## src/rtl/sprite_anim_pkg.sv

```systemverilog
// Shared types and per-animation frame counts
// for the sprite animation controller.
package sprite_anim_pkg;

    typedef enum logic [1:0] {
        ANIM_IDLE   = 2'd0,
        ANIM_RUN    = 2'd1,
        ANIM_JUMP   = 2'd2,
        ANIM_ATTACK = 2'd3
    } anim_t;

    localparam logic [2:0] IDLE_FRAMES   = 3'd2;
    localparam logic [2:0] RUN_FRAMES    = 3'd6;
    localparam logic [2:0] JUMP_FRAMES   = 3'd4;
    localparam logic [2:0] ATTACK_FRAMES = 3'd5;

    function automatic logic [2:0] frame_count(
        input anim_t a
    );
        logic [2:0] n;
        unique case (a)
            ANIM_IDLE:   n = IDLE_FRAMES;
            ANIM_RUN:    n = RUN_FRAMES;
            ANIM_JUMP:   n = JUMP_FRAMES;
            ANIM_ATTACK: n = ATTACK_FRAMES;
            default:     n = IDLE_FRAMES;
        endcase
        return n;
    endfunction

endpackage

```

## src/rtl/sprite_anim_ctrl_counter.sv

```systemverilog
// Hold-tick counter and frame index with wrap,
// clear on animation change and a terminal flag.
module anim_frame_counter
    import sprite_anim_pkg::*;
#(
    parameter int HOLD_TICKS = 4
) (
    input  logic       vga_clk,
    input  logic       reset,
    input  logic       tick,
    input  logic       clear,
    input  logic [2:0] frame_count,
    output logic [2:0] frame_idx,
    output logic       terminal
);

    localparam logic [3:0] HOLD_LAST =
        4'(HOLD_TICKS - 1);

    logic [3:0] hold;
    logic       hold_last;
    logic       frame_last;

    assign hold_last  = (hold == HOLD_LAST);
    assign frame_last =
        (frame_idx == frame_count - 3'd1);
    assign terminal   = hold_last && frame_last;

    always_ff @(posedge vga_clk) begin
        if (reset) begin
            hold      <= '0;
            frame_idx <= '0;
        end else if (tick) begin
            if (clear) begin
                hold      <= '0;
                frame_idx <= '0;
            end else if (hold_last) begin
                hold      <= '0;
                frame_idx <= frame_last ? 3'd0
                                        : frame_idx + 3'd1;
            end else begin
                hold <= hold + 4'd1;
            end
        end
    end

endmodule

```

## src/rtl/sprite_anim_ctrl.sv

```systemverilog
// Sprite animation FSM: looping idle/run and
// non-interruptible one-shot jump/attack.
module sprite_anim_ctrl
    import sprite_anim_pkg::*;
#(
    parameter int HOLD_TICKS = 4
) (
    input  logic       vga_clk,
    input  logic       reset,
    input  logic       frame_tick,
    input  logic       run,
    input  logic       jump_req,
    input  logic       attack_req,
    input  logic       facing_left,
    output logic [1:0] anim_id,
    output logic [2:0] frame_idx,
    output logic       flip_x,
    output logic       busy,
    output logic       anim_done
);

    localparam logic [1:0] ST_IDLE   = ANIM_IDLE;
    localparam logic [1:0] ST_RUN    = ANIM_RUN;
    localparam logic [1:0] ST_JUMP   = ANIM_JUMP;
    localparam logic [1:0] ST_ATTACK = ANIM_ATTACK;

    logic [1:0] state;
    logic [1:0] next_state;
    logic       pend_atk;
    logic       pend_jmp;
    logic       atk_now;
    logic       jmp_now;
    logic       one_shot;
    logic       terminal;
    logic       clear;
    logic       done_next;
    logic       next_busy;

    assign one_shot = (state == ST_JUMP) ||
                      (state == ST_ATTACK);
    assign atk_now  = pend_atk | attack_req;
    assign jmp_now  = pend_jmp | jump_req;
    assign anim_id  = state;
    assign clear    = (next_state != state);
    assign next_busy = (next_state == ST_JUMP) ||
                       (next_state == ST_ATTACK);

    // Attack outranks jump when both are pending.
    always_comb begin
        next_state = state;
        done_next  = 1'b0;
        if (one_shot) begin
            if (terminal) begin
                next_state = run ? ST_RUN : ST_IDLE;
                done_next  = 1'b1;
            end
        end else if (atk_now) begin
            next_state = ST_ATTACK;
        end else if (jmp_now) begin
            next_state = ST_JUMP;
        end else if (run) begin
            next_state = ST_RUN;
        end else begin
            next_state = ST_IDLE;
        end
    end

    anim_frame_counter #(
        .HOLD_TICKS (HOLD_TICKS)
    ) u_counter (
        .vga_clk     (vga_clk),
        .reset       (reset),
        .tick        (frame_tick),
        .clear       (clear),
        .frame_count (frame_count(anim_t'(state))),
        .frame_idx   (frame_idx),
        .terminal    (terminal)
    );

    always_ff @(posedge vga_clk) begin
        if (reset) begin
            state     <= ST_IDLE;
            flip_x    <= 1'b0;
            busy      <= 1'b0;
            anim_done <= 1'b0;
            pend_atk  <= 1'b0;
            pend_jmp  <= 1'b0;
        end else begin
            anim_done <= frame_tick & done_next;
            // Requests seen while busy are dropped.
            if (one_shot || frame_tick) begin
                pend_atk <= 1'b0;
                pend_jmp <= 1'b0;
            end else begin
                pend_atk <= atk_now;
                pend_jmp <= jmp_now;
            end
            if (frame_tick) begin
                state <= next_state;
                busy  <= next_busy;
                if (!one_shot) begin
                    flip_x <= facing_left;
                end
            end
        end
    end

endmodule

```

## config.mk

```make
export PLATFORM = sky130hd
export DESIGN_NAME = sprite_anim_ctrl
export DESIGN_NICKNAME = d
export VERILOG_FILES = /design/src/rtl/sprite_anim_pkg.sv /design/src/rtl/sprite_anim_ctrl_counter.sv /design/src/rtl/sprite_anim_ctrl.sv
export SDC_FILE = /design/constraint.sdc
export NUM_CORES = 1
export LEC_CHECK = 0
export CAP_MARGIN = 20
export CORE_MARGIN = 2
export CORE_UTILIZATION = 55
export CTS_BUF_LIST = sky130_fd_sc_hd__clkbuf_8
export DETAILED_ROUTE_END_ITERATION = 12
export GPL_TIMING_DRIVEN = 1
export PLACE_DENSITY = 0.95
export SYNTH_ARGS = -nofsm -noshare
export SYNTH_HDL_FRONTEND = slang
export SYNTH_HIERARCHICAL = 1
export SYNTH_SLANG_ARGS = --single-unit
```

## constraint.sdc

```tcl
create_clock -name vga_clk -period 4.42 [get_ports vga_clk]
set_input_delay 0.884 -clock vga_clk [delete_from_list [all_inputs] [get_ports vga_clk]]
set_output_delay 0.884 -clock vga_clk [all_outputs]
set_load 0.02 [all_outputs]
```

-- After elaboration in Yosys (flattened, before gate mapping)
Cells that the tools add are included.
- register bits: 14
- input bits: 7
- output and inout port bits: 8
- add/subtract/negate cells: 3
- equality and inequality tests: 8
- multiplexer cells: 13
- bitwise operators: 4
- reduce and logical (&&, ||, !) cells: 9
- operators with widths (kind ; count):
    $pmux W3 S4 ; 1
    $mux W3 ; 3
    $eq A2 B2 Y1 const B ; 4
    $mux W2 ; 4
    $mux W4 ; 2
    $add A4 B1 Y4 const B ; 1
    $eq A4 B2 Y1 const B ; 1
    $reduce_and A2 Y1 ; 2
    $add A3 B1 Y3 const B ; 1
    $eq A3 B3 Y1 ; 1
    $logic_or A1 B1 Y1 ; 3
    $mux W1 ; 3
    $sub A3 B1 Y3 const B ; 1
    $eq A2 B1 Y1 const B ; 1
    $logic_not A2 Y1 ; 1
    $ne A2 B2 Y1 ; 1
    $or A1 B1 Y1 ; 2
    $reduce_bool A2 Y1 ; 1
    $reduce_or A2 Y1 ; 1
    $and A1 B1 Y1 ; 1
    $logic_and A1 B1 Y1 ; 1
    $not A1 Y1 ; 1

-- Depth between registers and ports, before layout
- word-level depth: 10
- depth in mapped cells: 14

-- Cells and area by module
The synthesis kept the hierarchy.
- modules (own cells, without submodules) (module ; times used ; cells an instance ; area an instance (µm²) ; seq. area each (µm²)):
    anim_frame_counter ; 1 ; 47 ; 404.1 ; 140.1
    sprite_anim_ctrl ; 1 ; 41 ; 340.3 ; 140.1

-- Least setup slack after synthesis
Ideal clock, no wire load.
- path type: register to register
- start: register state[1] (netlist: anim_id[1])
- end: register u_counter.frame_idx[2]
- library setup time: 69 ps
- data arrival time: 2802 ps
- required time: 4351 ps
- setup slack: 1549 ps
- cell stages (with the launch flop): 15
- cells stage by stage: dfxtp_1 -> clkbuf_1 -> and2_1 -> inv_1 -> ha_1 -> xor2_1 -> nand3_1 -> nor2_1 -> nand2b_1 -> o31a_1 -> a221o_1 -> nor2_1 -> nand2_1 -> or3b_1 -> o21ai_1
- cells in the longest elaborated chain, start to end: 10
- elaborated cells on any way between the ends: 17
- classes of those cells: 1 x add/sub; 5 x eq/ne; 6 x mux; 5 x reduce/logical
- ends and longest elaborated chain (item ; RTL line ; RTL):
    start, declared ; sprite_anim_ctrl.sv:27 ; logic [1:0] state;
    start signal, assigned ; sprite_anim_ctrl.sv:99 ; state <= next_state;
    $eq A2 B2 Y1 (tied with other cells) ; sprite_anim_pkg.sv:21 ; unique case (a)
    $pmux W3 S4 * ; sprite_anim_pkg.sv:21 ;
    $sub A3 B1 Y3 * ; sprite_anim_ctrl_counter.sv:26 ; (frame_idx == frame_count - 3'd1);
    $eq A3 B3 Y1 * ; sprite_anim_ctrl_counter.sv:26 ;
    $logic_and A1 B1 Y1 * ; sprite_anim_ctrl_counter.sv:27 ; assign terminal = hold_last && frame_last;
    via terminal ; sprite_anim_ctrl.sv:34 ; logic terminal;
    $mux W2 * ; sprite_anim_ctrl.sv:53 ; if (terminal) begin
    $mux W2 * ; sprite_anim_ctrl.sv:52 ; if (one_shot) begin
    $ne A2 B2 Y1 * ; sprite_anim_ctrl.sv:44 ; assign clear = (next_state != state);
    via clear ; sprite_anim_ctrl.sv:35 ; logic clear;
    $reduce_bool A2 Y1 (no source line) ; n/a ;
    $reduce_and A2 Y1 (no source line) ; n/a ;
    end signal, assigned ; sprite_anim_ctrl_counter.sv:39 ; frame_idx <= frame_last ? 3'd0
    end, declared ; sprite_anim_ctrl_counter.sv:13 ; output logic [2:0] frame_idx,
Mark *: on every way through the listed nets, which the timed path passes. The rest lies on a longest branch. The select of a mux whose other input is x is not followed.
A chain may end at the register's enable or synchronous reset.

-- Worst setup path in the final report
- start: input attack_req
- end: register u_counter.frame_idx[1]
- cells in the longest elaborated chain, start to end: 6
- elaborated cells on any way between the ends: 7
- classes of those cells: 1 x eq/ne; 3 x mux; 1 x bitwise; 2 x reduce/logical
- ends and longest elaborated chain (item ; RTL line ; RTL):
    start, declared ; sprite_anim_ctrl.sv:13 ; input logic attack_req,
    $or A1 B1 Y1 * ; sprite_anim_ctrl.sv:41 ; assign atk_now = pend_atk | attack_req;
    $mux W2 * ; sprite_anim_ctrl.sv:57 ; end else if (atk_now) begin
    $mux W2 * ; sprite_anim_ctrl.sv:52 ;
    $ne A2 B2 Y1 * ; sprite_anim_ctrl.sv:44 ;
    via clear ; sprite_anim_ctrl.sv:35 ;
    $reduce_bool A2 Y1 (no source line) ; n/a ;
    $reduce_and A2 Y1 (no source line) ; n/a ;
Mark *: on every way through the listed nets, which the timed path passes. The rest lies on a longest branch.

==> out/results.ini <==
[critical_path]
cp.required_ns=4.59
crit_path_end_kind=flip-flop
reg2reg_to=u_counter/frame_idx[1]$_SDFFE_PP0P_
crit_fanout=6
crit_arrival_ns=3.14
crit_type=in2reg
startpoint=attack_req
critPathSlowestCell=clkdlybuf4s50_1
cp-endpoint=u_counter/frame_idx[1]$_SDFFE_PP0P_
start_kind=primary input
crit_chain=clkdlybuf4s50_1 -> or3_4 -> or2_0 -> a221o_1 -> nor2_1 -> nand2_1 -> or3b_1 -> o21ai_1
rr_startpoint=anim_id[1]$_SDFFE_PP0P_
worst_path_largest_cell_delay_ns=0.43
r2r_setup_slack_ns=1.46
rr_worst_depth=13

[sta]
period_needed_ns=2.97
hold_viol_final=0
final-max-slew-violation-count=0
setup_violations=0
max-slew-margin-rel_pct=63.7
fin_crit_sh_pct=67.2
fin_setup_tns_ns=0
rsz0062_at_grt=no
hold_ws_ns=0.483
max_freq_ghz=0.337
worst_pin_slew_ns=0.530
fin_worst_skew_ns=0.00374

[run]
max-cap-violations=0

[clocking]
hold_buffers=0
clk_pin_slew_ns=0.06
h-tree-depth=1
post-cts-setup-buffer-count=0
cts_root_buf=clkbuf_8
clk_latency_ns=0.24
post_cts_resized=0
cts_buffers=3
cts_tree=built
cts.sinks=14
cts_max_path_buffers=2

[drt]
drt-total-wl_mm=1.60
firstDrtPassIters=4
avgViaCountPerCell=5.69
routedWlPerCell_um=13.5
drc=0
detailedRoute.firstIterationViolations=14
num_vias=672
postRouteAntennaNets=0

[yosys]
synth_compound_gate_area_share_pct=15.0
ys_ff_latch=14
synthCells=88
yosys-top-cells-area=dfxtp_1 (38%), nor2_1 (7.1%), xor2_1 (5.9%), ha_1 (5.0%), a21oi_1 (3.4%)
synth.top_cell.area_share_pct=37.6
async_flop_share_pct=0
synth_edf_count=0
synth_fp_nets=98
synth_flop_cell=dfxtp_1
yosys-top-cells-count=dfxtp_1 (14), nor2_1 (14), nand2_1 (6)
synthXorXnorAreaFrac_pct=10.1
ys_seq_area_share_pct=37.6
syn_area_per_cell_um2=8.46
synthMuxAreaShare_pct=1.34
synth_top_family_by_area=simple AND/OR/NAND/NOR gates
yosysTopAreaCell=dfxtp_1
yosys.cell_types.count=34
synthSimpleGateAreaFrac_pct=27.4
synth_area_um2=744
yosys_warnings=6
synth_adder_area_share_pct=5.04

[die]
io_pins=15
start_util_pct=57.9
fp.coreArea_um2=1280
die_h_um=40.8
fp.dieW_um=40.8
die-area_um2=1660
num_rows=13

[power_and_ir_drop]
powerDensity_nw_per_um2=329
p_leak_uw=0.000372
ir_drop_mv=0.213

[layout]
drive_above_1_share_pct=5.83
post-route-util_pct=73.7
fin_nets=114
num_antenna_cells=0
syn2layout_area_growth_pct=27.2

[grt]
antenna_found_initial=0
grt_pass1_wl_mm=2.43
grt_max_degree=17
gr-usage-all-layers_pct=22.2
gr-total-overflow=0
grt_pass1_vias=589

[place]
gp_congestion=0.808
dp_hpwl_mm=1.10
io_buffers=14

[hold_path]
worstHoldStart=busy$_SDFFE_PP0P_
hold_class=reg2reg

[run_status]
status=finished, final reports clean

==> sequential cells by signal, summed over array words and instances, names as in the netlist <==
register	flops
busy	1
u_counter/hold	4
pend_atk	1
flip_x	1
anim_id	2
anim_done	1
u_counter/frame_idx	3
pend_jmp	1
==> worst min-delay path by stage <==
| stage | cells after the start | end | slack (ns) |
|---|---|---|---|
| 2_1_floorplan | 2 | pend_atk$_SDFF_PP0_ | 0.45 |
| 3_3_place_gp | 2 | busy$_SDFFE_PP0P_ | 0.47 |
| 3_5_place_dp | 2 | busy$_SDFFE_PP0P_ | 0.48 |
| 4_1_cts | 2 | busy$_SDFFE_PP0P_ | 0.49 |
| 5_1_grt | 2 | busy$_SDFFE_PP0P_ | 0.52 |
| 6_report | 2 | busy$_SDFFE_PP0P_ | 0.48 |
==> power breakdown <==
group | switching (µW) | internal (µW)
combinational | 25.2 | 26.5
sequential | 5.92 | 131
clock | 44.3 | 78.8
==> cells by family after synthesis <==
| kind of cell | Yosys count |
|---|---|
| and+or+nand+nor | 39 |
| AOI/OAI and AO/OA | 17 |
| DFF | 14 |
| xor gates and xnor gates | 7 |
| buffers and inverters | 7 |
| adders and majority gates | 3 |
| muxes | 1 |
==> area by class of cell <==
class | count | area [µm²]
Timing Repair Buffer | 14 | 140
Fill cell | 90 | 338
Sequential cell | 14 | 280
Multi-Input combinational cell | 67 | 438
Clock buffer | 4 | 55.1
Tap cell | 15 | 18.8
Inverter | 4 | 15.0
==> layout by cell type (no fill, tap or decap), types with 2 or more instances in the layout <==
cell type / instances
nand2b_1: 4
a21oi_1: 5
clkdlybuf4s50_1: 14
dfxtp_1: 14
nor2_1: 14
or3b_1: 2
nor4_1: 2
o21ai_1: 3
xor2_1: 5
inv_1: 4
nand3_1: 2
nand2_1: 6
ha_1: 3
clkbuf_8: 4
==> layer usage <==
| layer | GRT usage (%) | vias to the layer above | wire (µm) |
|---|---|---|---|
| met2 | 37.5 | 31 | 796 |
| met3 | 3.26 | 6 | 85 |
| met1 | 26.5 | 295 | 669 |
| li1 | - | 340 | - |
| met5 | 0 | - | 0 |
| met4 | 12.5 | 0 | 47 |
==> per-stage QoR <==
step                      std cells  instance area (µm²)  setup slack (ns)  power [µW]
after CTS                       118                  947              1.45         314
after global routing            118                  947              1.26         325
after global placement          114                  892              1.34         188
final                           118                  947              1.45         312
after detailed placement        114                  892              1.25         190
after floorplan                  88                  744              1.55         172
==> critical path: cells and delay by family <==
family / cells / cell delay, ns
compound gates: 2 / 0.52
simple gates: 5 / 1.31
buf+inv: 1 / 0.43
No activity file was read; power rests on OpenSTA's default activity.
